`src/rtl/mem_arb_pkg.sv`:
```
// Shared definitions for the two-requester memory arbiter: requester indices,
// bus widths and the response-tag register layout.
package mem_arb_pkg;

  localparam logic PORT_IF   = 1'b0;
  localparam logic PORT_DATA = 1'b1;

  localparam int NUM_PORTS  = 2;
  localparam int DATA_WIDTH = 16;

  // One read may be in flight; the tag remembers which requester gets the data.
  typedef struct packed {
    logic pending;
    logic port;
  } rsp_tag_t;

  function automatic logic [NUM_PORTS-1:0] port_onehot(input logic port);
    return port ? 2'b10 : 2'b01;
  endfunction

endpackage

```
`src/rtl/rr_arb2.sv`:
```
// Two-way round-robin grant selection; purely combinational.
module rr_arb2
  import mem_arb_pkg::*;
(
  input  logic [NUM_PORTS-1:0] valid,
  input  logic                 last_grant,
  output logic [NUM_PORTS-1:0] grant
);

  // A lone request wins outright; on a tie the requester that was not
  // granted most recently takes the slot.
  always_comb begin
    grant = valid;
    if (valid == 2'b11) begin
      grant = (last_grant == PORT_DATA) ? port_onehot(PORT_IF) : port_onehot(PORT_DATA);
    end
  end

endmodule

```
`src/rtl/mem_arbiter.sv`:
```
// Shares one single-port 16-bit memory between instruction fetch and data
// requesters, with round-robin arbitration and a one-cycle read response.
module mem_arbiter
  import mem_arb_pkg::*;
#(
  parameter  int MEM_DEPTH  = 4096,
  localparam int ADDR_WIDTH = $clog2(MEM_DEPTH)
) (
  input  logic                  clk,
  input  logic                  rst,
  input  logic [NUM_PORTS-1:0]  req_valid,
  input  logic [NUM_PORTS-1:0]  req_we,
  input  logic [ADDR_WIDTH-1:0] req_addr0,
  input  logic [ADDR_WIDTH-1:0] req_addr1,
  input  logic [DATA_WIDTH-1:0] req_wdata0,
  input  logic [DATA_WIDTH-1:0] req_wdata1,
  output logic [NUM_PORTS-1:0]  req_ready,
  output logic [NUM_PORTS-1:0]  rsp_valid,
  output logic [DATA_WIDTH-1:0] rsp_rdata,
  output logic                  mem_en,
  output logic                  mem_rd_en,
  output logic                  mem_wr_en,
  output logic [ADDR_WIDTH-1:0] mem_addr,
  output logic [DATA_WIDTH-1:0] mem_din,
  input  logic [DATA_WIDTH-1:0] mem_dout
);

  logic                 last_grant;
  rsp_tag_t             tag_q;
  logic [NUM_PORTS-1:0] arb_grant;
  logic [NUM_PORTS-1:0] grant;
  logic                 granted;
  logic                 sel;

  rr_arb2 u_arb (
    .valid      (req_valid),
    .last_grant (last_grant),
    .grant      (arb_grant)
  );

  // Reset blocks every grant so nothing reaches memory while rst is high.
  always_comb begin
    grant   = rst ? '0 : arb_grant;
    granted = |grant;
    sel     = grant[PORT_DATA];
  end

  always_comb begin
    req_ready = grant;
    mem_en    = granted;
    mem_wr_en = granted & req_we[sel];
    mem_rd_en = granted & ~req_we[sel];
    mem_addr  = '0;
    mem_din   = '0;
    if (granted) begin
      mem_addr = (sel == PORT_DATA) ? req_addr1  : req_addr0;
      mem_din  = (sel == PORT_DATA) ? req_wdata1 : req_wdata0;
    end
  end

  // The memory returns read data one cycle after the strobe, so the response
  // is just the registered tag; the rst mask covers a read granted just
  // before reset asserted.
  always_comb begin
    rsp_valid = '0;
    if (tag_q.pending && !rst) begin
      rsp_valid = port_onehot(tag_q.port);
    end
    rsp_rdata = mem_dout;
  end

  always_ff @(posedge clk) begin
    if (rst) begin
      last_grant <= PORT_DATA;
      tag_q      <= '0;
    end else begin
      if (granted) begin
        last_grant <= sel;
      end
      tag_q.pending <= granted & ~req_we[sel];
      tag_q.port    <= sel;
    end
  end

endmodule

```
`config.mk`:
```
export PLATFORM = sky130hd
export DESIGN_NAME = mem_arbiter
export DESIGN_NICKNAME = d
export VERILOG_FILES = /design/src/rtl/mem_arb_pkg.sv /design/src/rtl/rr_arb2.sv /design/src/rtl/mem_arbiter.sv
export SDC_FILE = /design/constraint.sdc
export NUM_CORES = 1
export LEC_CHECK = 0
export ABC_AREA = 1
export CAP_MARGIN = 20
export CORE_ASPECT_RATIO = 1.5
export CORE_MARGIN = 2
export CORE_UTILIZATION = 26
export DETAILED_ROUTE_END_ITERATION = 16
export PLACE_DENSITY = 0.83
export SLEW_MARGIN = 20
export SYNTH_ARGS = -nofsm -noshare
export SYNTH_HDL_FRONTEND = slang
export SYNTH_SLANG_ARGS = --single-unit
```
`constraint.sdc`:
```
create_clock -name clk -period 1.3 [get_ports clk]
set_clock_uncertainty 0.15 [all_clocks]
set_input_delay 0.13 -clock clk [delete_from_list [all_inputs] [get_ports clk]]
set_output_delay 0.13 -clock clk [all_outputs]
set_load 0.01 [all_outputs]
```
==> impl_metrics.csv, run 1 <==
group,metric,value,unit
routing,drt_iter0_drc,10,
logic_synthesis,synth_area,987,um2
floorplan,core,3650,um2
routing,vias_per_cell,4.68,
place,post-place-ws,-853,ps
final_layout,register_area,61.3,um2
critical_path,crit_arrival,1310,ps
routing,routed_wl,4820,um
logic_synthesis,synth-seq-cells,3,
routing,drt_pass1_iterations,4,
run_status,violations,"negative setup slack",
final_layout,drive_gt1_share,37.9,%
global_route,antenna_found_initial,0,
routing,routedWlPerCell,13.8,um
final_layout,multiInputGateArea,779,um2
floorplan,pin_count,129,
critical_path,critPathMaxFanout,7,
floorplan,start_util,27.1,%
cts,htreeDepth,1,
timing,rsz0062_at_grt,"yes",
cts,root_buffer,"clkbuf_8",
routing,drcViolationCount,0,
place,gp_congestion,0.799,
global_route,first_global_vias,1433,
min_path,hold_path.class,"input port to output port",
cts,cts_buffers,3,
critical_path,crit_type,"flop to output port",
place,place_hpwl,2690,um
run_status,status,"finished, violations left",
global_route,grt_overflow,0,
logic_synthesis,syn_avg_cell_area,4.84,um2
logic_synthesis,syn-num-nets,282,
job,max-cap-violations,0,
logic_synthesis,synth_seq_area_share,6.08,%
timing,drv_slew,0,
final_layout,fill_cells,329,
timing,hold_viol_final,0,
floorplan,rows,27,
pwr,ir_drop,0.601,mV
logic_synthesis,synth_cell_type_count,14,
floorplan,die_area,4320,um2
critical_path,start_kind,"flop",
cts,clk_pin_slew,30,ps
final_layout,final_nets,385,
final_layout,area_growth,137,%
logic_synthesis,ys.warnings.count,0,
critical_path,required,1020,ps
timing,period_share,122,%
cts,cts_sinks,3,
place,port_buffers,96,
timing,min_period,1590,ps
final_layout,diodes,0,
critical_path,reg2reg_slack,-30,ps
timing,setup_ws,-289,ps
cts,cts_tree,"done",
pwr,p_per_area,511,nW/um2
cts,cts_buffer_depth,2,
cts,clk_latency,220,ps
critical_path,critPathCaptureType,"output port",
pwr,leakagePower,1.19,nW
global_route,track_usage,18.2,%
floorplan,dieHeight,79.5,um
routing,ant_nets,0,
logic_synthesis,syn_inst,204,
global_route,grt_pass1_wl,6010,um
timing,fmax,629,MHz
floorplan,die_x,54.3,um
routing,route.vias.total,1632,
timing,slew_headroom,88.5,%
global_route,grt_max_degree,31,
pwr,total_power,1.20,mW
cts,cts_hold_buffers,0,
timing,worst_pin_slew,173,ps
timing,setup_viol_count_final,33,
area by class of cell:
| cell class | count | share of cell area, % |
|---|---|---|
| Multi-Input combinational cell | 133 | 33.3 |
| Inverter | 37 | 5.93 |
| Timing Repair Buffer | 129 | 54.0 |
| Clock buffer | 4 | 1.92 |
| Tap cell | 43 | 2.30 |
| Sequential cell | 3 | 2.62 |
path summary, 6_finish.rpt:
| check | cells past startpoint | endpoint | startpoint |
|---|---|---|---|
| setup / recovery | 7 | mem_wr_en | last_grant$_SDFFE_PP1P_ |
| hold / removal | 0 | rsp_rdata[11] | mem_dout[11] |
| setup reg to reg | 8 | tag_q[1]$_SDFF_PP0_ | last_grant$_SDFFE_PP1P_ |
| hold reg to reg | 2 | last_grant$_SDFFE_PP1P_ | last_grant$_SDFFE_PP1P_ |
sequential cells by signal (all words and copies together) (netlist names):
name and flops:
tag_q 2, last_grant 1
timing repair:
action | 4_1_cts | 5_1_grt
setup buffers | 11 | 2
pin swaps | 3 | 29
setup endpoints to repair | 36 | 36
cloned | 4 | 5
resized for setup | 162 | 46
Yosys cell counts (all sizes together):
cell type  number  area share (%)
nor2           35              14
nand2          36              14
dfxtp           3             6.1
nand3          32              16
inv            37              14
clkbuf          2            0.76
or2             1            0.63
buf            29              20
a21oi          29              15
metal layers:
metal	part of all wire (%)	track usage (%)	vias up
li1	-	-	817
met1	35	17.9	733
met2	58	35.4	66
met3	4.5	2.43	16
met4	1.8	7.25	0
met5	0	0	-
critical path, stage by stage (launching register included):
cell and delay, ps:
dfxtp_2 350, nand2_4 70, buf_12 150, clkbuf_16 160
nand3_2 60, nand2_1 60, nor2_1 100, buf_2 140
power breakdown:
group | total (mW) | internal [mW] | leakage, nW | switching, mW
clock | 0.279 | 0.210 | 0.0228 | 0.0692
combinational | 0.814 | 0.461 | 1.14 | 0.353
sequential | 0.104 | 0.0996 | 0.0247 | 0.00399
per-stage QoR:
step / hold slack [ps] / instance area [um2] / std cells / TNS, ps / util (%)
5_1_grt: 110 / 2340 / 349 / -10410 / 64.2
3_3_place_gp: 110 / 1940 / 323 / -25450 / 53.1
4_1_cts: 110 / 2050 / 342 / -7460 / 56.1
6_report: 110 / 2340 / 349 / -8170 / 64.2
2_1_floorplan: 125 / 987 / 204 / 0 / -
3_5_place_dp: 110 / 1940 / 323 / -26700 / 53.1
cell usage in the layout (no fill, tap or decap), types with 2 or more instances in the layout:
| cell | netlist | final |
|---|---|---|
| nand3_2 | 0 | 16 |
| a21oi_2 | 0 | 8 |
| nand3_1 | 32 | 13 |
| nor2_2 | 1 | 3 |
| clkbuf_16 | 0 | 4 |
| nand3_4 | 0 | 3 |
| clkdlybuf4s50_1 | 0 | 58 |
| clkbuf_8 | 0 | 3 |
| inv_1 | 36 | 35 |
| clkbuf_2 | 0 | 3 |
| nand2_1 | 36 | 30 |
| inv_2 | 1 | 2 |
| nor2_1 | 34 | 30 |
| buf_16 | 0 | 4 |
| buf_12 | 0 | 3 |
| dfxtp_1 | 3 | 2 |
| a21oi_1 | 29 | 20 |
| nor2_4 | 0 | 2 |
| buf_6 | 2 | 12 |
| nand2_2 | 0 | 5 |
| buf_4 | 18 | 11 |
| buf_2 | 7 | 32 |
cell families after synthesis:
kind of cell	after synthesis	synth area share, %
compound gates	29	14.7
buf+inv	68	35.1
flops	3	6.08
simple gates	104	44.1
(Power assumes the default switching activity.)
==> inputs of run 2 (changes only) <==
--- a/config.mk
+++ b/config.mk
@@ -12,7 +12,6 @@
 export CORE_UTILIZATION = 26
 export DETAILED_ROUTE_END_ITERATION = 16
 export PLACE_DENSITY = 0.83
-export SLEW_MARGIN = 20
 export SYNTH_ARGS = -nofsm -noshare
 export SYNTH_HDL_FRONTEND = slang
 export SYNTH_SLANG_ARGS = --single-unit
==> results of run 2 <==
Final layout, timing and power as in run 1 (identical DEF).
